[config.mk]
export PLATFORM = sky130hd
export DESIGN_NAME = hazard_stall_ctrl
export DESIGN_NICKNAME = d
export VERILOG_FILES = /design/src/rtl/hazard_stall_ctrl.sv
export SDC_FILE = /design/constraint.sdc
export NUM_CORES = 1
export LEC_CHECK = 0
export ABC_AREA = 1
export BUFFER_PORTS_ARGS = -buffer_cell sky130_fd_sc_hd__buf_2
export CORE_AREA = 2 2 48 50
export CTS_BUF_LIST = sky130_fd_sc_hd__clkbuf_4 sky130_fd_sc_hd__clkbuf_8
export CTS_CLUSTER_SIZE = 16
export DETAILED_ROUTE_END_ITERATION = 7
export DIE_AREA = 0 0 50 52
export GPL_TIMING_DRIVEN = 1
export HOLD_SLACK_MARGIN = 0.03
export PLACE_DENSITY_LB_ADDON = 0.2
export SLEW_MARGIN = 40
export SYNTH_ARGS = -nofsm -noshare
export SYNTH_HDL_FRONTEND = slang
export SYNTH_SLANG_ARGS = --single-unit
[constraint.sdc]
create_clock -name clk -period 2.2 [get_ports clk]
set_clock_uncertainty 0.15 [all_clocks]
set_input_delay 0.11 -clock clk [delete_from_list [all_inputs] [get_ports clk]]
set_output_delay 0.11 -clock clk [all_outputs]
set_load 0.03 [all_outputs]
[src/rtl/hazard_stall_ctrl.sv]
// Hazard/stall controller: Tuse/Tnew data-hazard detection plus the mult/div busy timer.
// Optional performance counters are enabled by defining HAZARD_PERF_CNT_EN.
module hazard_stall_ctrl #(
   parameter int unsigned MULT_CYCLES = 5,
   parameter int unsigned DIV_CYCLES  = 10
) (
   input  logic       clk,
   input  logic       reset,
   input  logic [4:0] D_rs,
   input  logic [4:0] D_rt,
   input  logic [1:0] D_Tuse_rs,
   input  logic [1:0] D_Tuse_rt,
   input  logic       D_is_md,
   input  logic [4:0] E_wa,
   input  logic [1:0] E_Tnew,
   input  logic [4:0] M_wa,
   input  logic [1:0] M_Tnew,
   input  logic       E_md_start,
   input  logic       E_md_op,
   output logic       F_en,
   output logic       FD_en,
   output logic       DE_flush,
   output logic       md_busy
`ifdef HAZARD_PERF_CNT_EN
   ,
   output logic [31:0] stall_cnt,
   output logic [31:0] md_stall_cnt
`endif
);

   localparam int unsigned MAX_CYCLES = (MULT_CYCLES > DIV_CYCLES) ? MULT_CYCLES : DIV_CYCLES;
   localparam int unsigned CLOG_W     = $clog2(MAX_CYCLES + 1);
   localparam int unsigned CNT_W      = (CLOG_W > 4) ? CLOG_W : 4;

   typedef enum logic {
      IDLE = 1'b0,
      BUSY = 1'b1
   } md_state_t;

   md_state_t        state;
   md_state_t        state_nxt;
   logic [CNT_W-1:0] cnt;
   logic [CNT_W-1:0] cnt_nxt;
   logic [CNT_W-1:0] cnt_load;
   logic             rst_done;
   logic             md_start_ok;
   logic             stall_rs;
   logic             stall_rt;
   logic             md_stall;
   logic             stall;

   // A start coinciding with the reset-release edge is dropped.
   assign md_start_ok = E_md_start & rst_done;
   assign cnt_load    = E_md_op ? CNT_W'(DIV_CYCLES) : CNT_W'(MULT_CYCLES);

   always_ff @(posedge clk or negedge reset) begin
      if (!reset) begin
         state    <= IDLE;
         cnt      <= '0;
         rst_done <= 1'b0;
      end else begin
         state    <= state_nxt;
         cnt      <= cnt_nxt;
         rst_done <= 1'b1;
      end
   end

   always_comb begin
      state_nxt = state;
      cnt_nxt   = cnt;
      case (state)
         IDLE: begin
            if (md_start_ok) begin
               state_nxt = BUSY;
               cnt_nxt   = cnt_load;
            end
         end
         BUSY: begin
            if (md_start_ok) begin
               cnt_nxt = cnt_load;
            end else if (cnt == CNT_W'(1)) begin
               state_nxt = IDLE;
               cnt_nxt   = '0;
            end else begin
               cnt_nxt = cnt - CNT_W'(1);
            end
         end
         default: begin
            state_nxt = IDLE;
            cnt_nxt   = '0;
         end
      endcase
   end

   // Tuse of 3 can never be below a 2-bit Tnew, so unused operands never stall.
   always_comb begin
      stall_rs = 1'b0;
      stall_rt = 1'b0;
      if (D_rs != 5'd0) begin
         stall_rs = ((E_wa == D_rs) && (D_Tuse_rs < E_Tnew)) ||
                    ((M_wa == D_rs) && (D_Tuse_rs < M_Tnew));
      end
      if (D_rt != 5'd0) begin
         stall_rt = ((E_wa == D_rt) && (D_Tuse_rt < E_Tnew)) ||
                    ((M_wa == D_rt) && (D_Tuse_rt < M_Tnew));
      end
   end

   always_comb begin
      md_busy  = (state == BUSY);
      md_stall = reset & D_is_md & (md_busy | E_md_start);
      stall    = reset & (stall_rs | stall_rt | md_stall);
      F_en     = ~stall;
      FD_en    = ~stall;
      DE_flush = stall;
   end

`ifdef HAZARD_PERF_CNT_EN
   always_ff @(posedge clk or negedge reset) begin
      if (!reset) begin
         stall_cnt    <= '0;
         md_stall_cnt <= '0;
      end else begin
         if (stall) begin
            stall_cnt <= stall_cnt + 32'd1;
         end
         if (md_stall) begin
            md_stall_cnt <= md_stall_cnt + 32'd1;
         end
      end
   end
`endif

endmodule

==> reports/results.ini, run 1 <==
[clock_network]
cts_sinks = 6
htreeDepth = 1
cts_setup_buffers = 0
postCtsHoldBufs = 3
root_buffer = clkbuf_4
clk_latency_ns = 0.24
cts_buffers = 3
cts_tree = done
clockBufferDepth = 2
ctsResizeCount = 0
cts.reportedPaths.clkPinSlew_ns = 0.05

[finish]
layout.cells.non_filler = 206
area_growth_pct = 32.3
drive_above_1_share_pct = 24.7
fin_nets = 219
num-fill-cells = 224
multi_input_area_um2 = 542
regArea_um2 = 150
final_area_um2 = 1060
n_antenna_cell = 0

[worst_setup_path]
worstPathMaxFanout = 3
worstSetupPathType = input pin to output port
start_kind = input pin
cp.arrival_ns = 1.35
endpoint_kind = output port
cp_data_required_time_ns = 1.94

[synth]
ys.flop_type = dfrtp_1
ys_seq_area_share_pct = 18.7
synth_nets = 176
avgSynthCellArea_um2 = 5.87
synth_top_cell_by_area = nand2_1
synthArstFlopShare_pct = 100
synth_edf_count = 0
postSynthCellCount = 137
synth_area_leaders = nand2_1, dfrtp_1, inv_1
ys.warnings.count = 0
yosys.area.top_type_share_pct = 20.5
ys_types = 22
ys_ff_latch = 6
syn-cell-area_um2 = 805

[global_route]
grt_use_total_pct = 16.6
grt_antenna_before_repair = 0
met1_usage_pct = 17.1
busiest_layer = met2
overflow = 0
first_global_vias = 861
grt_max_degree = 8
met3_usage_pct = 5.17
use_met2_pct = 32.0
grt_pass1_wl_um = 3280

[sta]
fin_crit_sh_pct = 73.1
fmax_ghz = 0.621
hold_viol_final = 0
timing.setup.tns_ns = 0
report.final.slew_viol_count = 0
setup_viol = 0
period_minus_slack_ns = 1.61
whs_ns = 0.0812
rsz0062_at_grt = no

[floorplan]
chipHeight_um = 52
core_area_um2 = 2110
initial_core_util_pct = 38.2
dieArea_um2 = 2600
ioPinCount = 37
rows = 17
die_w_um = 50

[placed_design]
port_buffers = 36
dpl.hpwl_um = 1680
dp.cells = 200
place_congestion = 0.772
dpl_cell_area_um2 = 1010

[outcome]
outcome = finished clean

[detailed_routing]
vias = 926
ant_nets = 0
drc = 0
drt_iter0_markers = 7
wl_per_cell_um = 9.17
drtPass1Iterations = 2
viasPerCell = 4.50
wl_um = 1890

[pwr]
internal_power_w = 0.000366
pwr-share-comb_pct = 53.6
p_sw_share_pct = 41.9
design_power_total_w = 0.000630
ir_drop_v = 0.000422
power.density_nw_per_um2 = 592
p_leak_nw = 0.644
sequentialPowerShare_pct = 30.0
clkPwrFrac_pct = 16.4
p_switching_w = 0.000264

[min_path]
hold_class = input pin to asynchronous set/reset pin

[job]
drv_cap = 0

area by class of cell:
type / instances / share of cell area [%]
Inverter: 28 / 9.87
Multi-Input combinational cell: 102 / 50.9
Tap cell: 28 / 3.29
Clock buffer: 3 / 2.12
Sequential cell: 6 / 14.1
Timing Repair Buffer: 39 / 19.7
flip-flops by register name (all words and copies together) (netlist names):
signal,flops
rst_done,1
md_busy,1
cnt,4
power by group through the flow:
stage | clock [W] | combinational, W | sequential (W)
after floorplan | 0 | 0.000227 | 0.000198
after global placement | 0 | 0.000328 | 0.000189
after detailed placement | 0 | 0.000336 | 0.000191
after CTS | 0.000108 | 0.000342 | 0.000189
after global routing | 0.000117 | 0.000387 | 0.000194
final | 0.000103 | 0.000338 | 0.000189
cells by family after synthesis:
group	after synthesis	share of synthesized area [%]
xor+xnor	10	10.9
simple gates	75	38.9
buf+inv	29	14.0
fa+ha+maj	6	9.33
other cells	1	0.466
flops	6	18.7
compound gates	10	7.77
layer usage:
metal | vias up | routed length (um)
met3 | 2 | 84
met1 | 397 | 808
met2 | 24 | 980
met4 | 0 | 17
met5 | - | 0
li1 | 503 | -
stage by stage:
step / setup slack [ns] / util [%]
global placement: 0.654 / 48.1
finish: 0.591 / 50.6
global route: 0.505 / 50.6
floorplan: 0.738 / -
CTS: 0.583 / 50.6
detailed placement: 0.659 / 48.1
layout by cell type, fill, tap and decap left out, drive strengths merged:
cell type,count
o221ai,2
ha,6
o211ai,2
xor2,5
clkinv,1
nor3,2
conb,1
dfrtp,6
or2,2
xnor2,5
inv,27
nand2,45
nand3,10
a21oi,1
dlygate4sd3,3
buf,36
o21ai,5
nand3b,1
nor2,15
clkbuf,3
cell usage after synthesis, types with 2 or more instances:
master and count:
o21ai_0 5, inv_2 2, dfrtp_1 6, nand2_1 44
o211ai_1 2, nor2_1 15, xnor2_1 5, xor2_1 5
o221ai_1 2, nand3_1 9, nor3_1 2, ha_1 6
inv_1 25
critical path: stages:
cell	delay (ns)
dlygate4sd3_1	0.53
buf_2	0.12
o21ai_0	0.21
nand3_2	0.10
nand2_2	0.08
buf_2	0.20
worst paths after layout:
path | slack [ns] | cells after the start | end | start
min in group clk | 0.39 | 2 | md_busy$_DFF_PN0_ | rst_done$_DFF_PN0_
setup reg to reg | 0.91 | 5 | cnt[3]$_DFFE_PN0P_ | cnt[1]$_DFFE_PN0P_
max in group asynchronous | 1.66 | 2 | rst_done$_DFF_PN0_ | reset
hold / removal | 0.08 | 2 | cnt[1]$_DFFE_PN0P_ | reset
setup / recovery | 0.59 | 6 | F_en | E_md_start
hold reg to reg | 0.39 | 2 | md_busy$_DFF_PN0_ | rst_done$_DFF_PN0_
(Power assumes the default switching activity.)
==> run 2: changes to the inputs <==
Clock period 2.2 ns to 1.5 ns, I/O delays scaled along.
==> run 2 against run 1 <==
  * Total power increased by 53%
  * Critical path type unchanged
  * Cell area increased by 8.2%
  * Flip-flop and latch count unchanged
  * Sequential share of layout area decreased by 1.1 points
  * Via count increased by 0.76%
  * Highest routed layer unchanged
  * Worst setup slack got worse by 0.56 ns
  * First-iteration DRC count increased by 110%
  * Critical path depth unchanged
==> reports/results.ini, run 2 (synthesis results as in run 1) <==
[placed_design]
port_buffers = 36
dpl.hpwl_um = 1680
place_congestion = 0.772

[finish]
multi_input_area_um2 = 613
regArea_um2 = 150
layout_common_cells = nand2_1, buf_2, inv_1
largest_register = cnt
num-fill-cells = 215
layout_commonest_cell = nand2_1
fin_nets = 219
drive_above_1_share_pct = 31.5
largest_register_ff_count = 4
area_growth_pct = 43.2
n_antenna_cell = 0

[sta]
whs_ns = 0.0465
fin_crit_sh_pct = 97.8
report.final.slew_viol_count = 0
hold_viol_final = 0
setup_viol = 0
fmax_ghz = 0.681
period_minus_slack_ns = 1.47
timing.setup.tns_ns = 0
rsz0062_at_grt = yes

[worst_setup_path]
start_kind = input pin
r2r-start = cnt[1]$_DFFE_PN0P_
critPathLaunch = E_md_start
worstPathMaxFanout = 3
rr_worst_depth = 5
cp-endpoint = F_en
endpoint_kind = output port
rr_endpoint = cnt[3]$_DFFE_PN0P_
worstSetupPathType = input pin to output port
reg2reg_setup_slack_ns = 0.21
cp_data_required_time_ns = 1.27
cp.arrival_ns = 1.24

[detailed_routing]
top_layer_used = met4
vias = 933
wl_um = 1970
wl_per_cell_um = 9.58
dr_wl_met3_um = 83
met1_length_um = 839
dr_wl_met2_um = 1030
viasPerCell = 4.53
ant_nets = 0
drc = 0
drtPass1Iterations = 4
drt_iter0_markers = 15

[outcome]
outcome = finished clean

[clock_network]
clockBufferDepth = 2
cts_sinks = 6
cts_tree = done
root_buffer = clkbuf_4
htreeDepth = 1
cts_buffers = 3
clk_latency_ns = 0.24
cts.reportedPaths.clkPinSlew_ns = 0.05

[global_route]
first_global_vias = 861
grt_antenna_before_repair = 0
grt_max_degree = 8
overflow = 0
grt_use_total_pct = 16.6
grt_pass1_wl_um = 3280

[floorplan]
ioPinCount = 37
rows = 17
core_area_um2 = 2110
initial_core_util_pct = 38.2
die_w_um = 50
dieArea_um2 = 2600
chipHeight_um = 52

[min_path]
hold_class = input pin to asynchronous set/reset pin

[pwr]
ir_drop_v = 0.000670
p_leak_nw = 0.651
power.density_nw_per_um2 = 836

[job]
drv_cap = 0

==> run 2: cell types whose count changed in the layout (fill, tap and decap cells not counted), moves of 3 or more <==
cell	previous run	this run
ha_1	6	2
o21ai_2	0	5
buf_2	36	33
ha_4	0	4
o21ai_0	5	0
==> run 2: worst min-delay path by stage <==
stage / end / start
detailed placement: cnt[1]$_DFFE_PN0P_ / reset
global route: cnt[0]$_DFFE_PN0P_ / reset
floorplan: cnt[0]$_DFFE_PN0P_ / reset
global placement: cnt[3]$_DFFE_PN0P_ / reset
CTS: cnt[1]$_DFFE_PN0P_ / reset
finish: cnt[1]$_DFFE_PN0P_ / reset
==> run 2: area by class of cell <==
class,count,share of cell area (%)
multi-input combinational,102,53.2
timing repair buffer,39,19.2
sequential,6,13.0
inverter,28,9.55
tap,28,3.04
clock buffer,3,1.95
==> run 2: through the flow <==
stage | utilization, % | instances | total power, W | worst slack, ns | instance area [um^2]
floorplan | - | 137 | 0.000623 | 0.0729 | 805
global placement | 48.1 | 200 | 0.000758 | 0.0242 | 1010
detailed placement | 48.1 | 200 | 0.000772 | 0.0290 | 1010
CTS | 50.6 | 206 | 0.000939 | 0.0161 | 1060
global route | 54.7 | 206 | 0.00106 | -0.0400 | 1150
finish | 54.7 | 206 | 0.000963 | 0.0323 | 1150
==> run 2: layer usage <==
layer | global-route usage (%) | up-vias
met2 | 32.0 | 22
met5 | 0 | -
met3 | 5.17 | 2
met1 | 17.1 | 407
li1 | - | 502
met4 | 4.17 | 0
==> run 2: where the power goes <==
group          leakage [nW]  switching, W  internal, W
logic                 0.566      0.000295     0.000239
clock network        0.0138     0.0000605    0.0000907
registers            0.0704     0.0000496     0.000229
total                 0.651      0.000405     0.000559
==> run 2: critical path, stage by stage <==
cell and delay [ns]:
dlygate4sd3_1 0.54, buf_2 0.13, o21ai_2 0.14, nand3_2 0.09
nand2_2 0.08, clkbuf_4 0.19
==> run 2: repair_timing <==
action | in CTS | in global routing
buffers inserted | 0 | 0
setup endpoints to repair | 2 | 3
endpoints found under the hold margin | 11 | 0
hold buffers | 3 | 0
gates resized for setup | 1 | 23
pin swaps | 0 | 13
==> run 3: changes to the inputs <==
Clock period 1.5 ns to 1.2 ns, I/O delays scaled along.
==> run 3 against run 2 <==
  * The run now ends with hold timing, setup timing left
  * Cell area is 18% higher
  * Hold slack worse by 0.078 ns
  * Largest power group unchanged
  * Combinational power is 120% higher
  * Total power is 83% higher
  * Flip-flop and latch count stayed put
==> reports/results.ini, run 3 (synthesis results as in run 1) <==
[worst_setup_path]
worstPathCellList = o21ai_2 -> nand3_2 -> nand2_4 -> inv_2 -> buf_6
reg2reg_setup_slack_ns = -0.02
rr_endpoint = cnt[1]$_DFFE_PN0P_
worstSetupPathType = register to output port
worst-path-buf-inv = 2
r2r-start = cnt[0]$_DFFE_PN0P_
cp.arrival_ns = 1.15
cp.depth = 5
cp-endpoint = DE_flush
cp_slowest_cell = dfrtp_2
critPathLaunch = md_busy$_DFF_PN0_
start_kind = register
crit_family = flip-flops
rr_worst_depth = 4
worstPathMaxFanout = 3
cp_slowest_stage_delay_ns = 0.40
endpoint_kind = output port
cp_data_required_time_ns = 0.99

[clock_network]
cts_tree = done
cts.reportedPaths.clkPinSlew_ns = 0.05
clk_latency_ns = 0.25
cts_sinks = 6
clockBufferDepth = 2
htreeDepth = 1
postCtsHoldBufs = 2
cts_buffers = 3
root_buffer = clkbuf_4

[floorplan]
dieArea_um2 = 2600
core_area_um2 = 2110
initial_core_util_pct = 38.2
rows = 17
ioPinCount = 37
chipHeight_um = 52
die_w_um = 50

[detailed_routing]
wl_um = 2450
wl_per_cell_um = 11.3
viasPerCell = 4.53
vias = 983
drc = 0
drtPass1Iterations = 4
ant_nets = 0
drt_iter0_markers = 16

[job]
drv_cap = 0

[finish]
post-route-util_pct = 64.5
area_growth_pct = 68.9
largest_register = cnt
n_antenna_cell = 0
layout_commonest_cell = nand2_1
drive_above_1_share_pct = 44.4
layout_common_cells = nand2_1, buf_2, inv_1
largest_register_ff_count = 4
fin_nets = 229
num-fill-cells = 180

[pwr]
ir_drop_v = 0.000920
p_leak_nw = 0.735
design_power_total_w = 0.00176
power.density_nw_per_um2 = 1300

[global_route]
overflow = 0
grt_antenna_before_repair = 0
grt_max_degree = 7
first_global_vias = 924
grt_pass1_wl_um = 3590
grt_use_total_pct = 17.8

[sta]
period_minus_slack_ns = 1.36
fmax_ghz = 0.733
rsz0062_at_grt = yes
hold_viol_final = 1
finalWorstSetupSlack_ns = -0.165
whs_ns = -0.0320
setup_viol = 8
timing.setup.tns_ns = -0.541
report.final.slew_viol_count = 0
fin_crit_sh_pct = 114

[outcome]
violations = hold timing, setup timing
outcome = finished, violations left

[placed_design]
post-place-ws_ns = -0.246
place_congestion = 0.819
dpl.hpwl_um = 1720
port_buffers = 36

[min_path]
hold_class = input pin to register

## run 3: routing by layer
metal | global-route usage (%) | vias to the layer above | part of all wire (%)
li1 | - | 520 | -
met1 | 20.4 | 430 | 42
met2 | 32.7 | 27 | 52
met3 | 4.02 | 6 | 4.1
met4 | 5.09 | 0 | 1.6
met5 | 0 | - | 0
## run 3: worst min path at each step
stage / start / endpoint / slack (ns) / depth (start not counted)
2_1_floorplan: reset / cnt[0]$_DFFE_PN0P_ / -0.39 / 0
3_5_place_dp: reset / cnt[1]$_DFFE_PN0P_ / -0.24 / 1
5_1_grt: E_md_start / md_busy$_DFF_PN0_ / -0.02 / 3
4_1_cts: E_md_start / md_busy$_DFF_PN0_ / -0.01 / 3
3_3_place_gp: reset / cnt[1]$_DFFE_PN0P_ / -0.24 / 1
6_report: E_md_start / md_busy$_DFF_PN0_ / -0.03 / 3
## run 3: per-stage QoR
step / hold WS, ns / area (um^2) / instances
after floorplan: -0.386 / 873 / 137
after global placement: -0.238 / 1130 / 207
after detailed placement: -0.237 / 1130 / 207
after CTS: -0.0137 / 1270 / 216
after global routing: -0.0152 / 1360 / 217
final: -0.0320 / 1360 / 217
## run 3: area by class of cell
class	instances	area (um^2)	area share, %
repair buffers	49	325	23.9
inverters	28	110	8.10
well taps	28	35.0	2.58
multi-input cells	102	707	52.0
flip-flops and latches	6	151	11.1
clock buffers	4	30.0	2.21
## run 3: repair_timing
item / 4_1_cts / 5_1_grt
endpoints found under the setup margin: 7 / 9
pin swaps: 8 / 14
buffers inserted: 3 / 1
hold endpoints to repair: 11 / 1
resized for setup: 17 / 22
## run 3: report_power, final
part	switching, W	internal (W)	total [W]
sequential	0.0000831	0.000289	0.000372
clock	0.0000851	0.000149	0.000234
combinational	0.000574	0.000584	0.00116
total	0.000742	0.00102	0.00176
## run 3: worst reg2reg max path, stage by stage (launching register included)
cell	delay (ns)
dfrtp_1	0.43
inv_2	0.09
ha_4	0.26
nand3b_1	0.09
o211ai_1	0.08
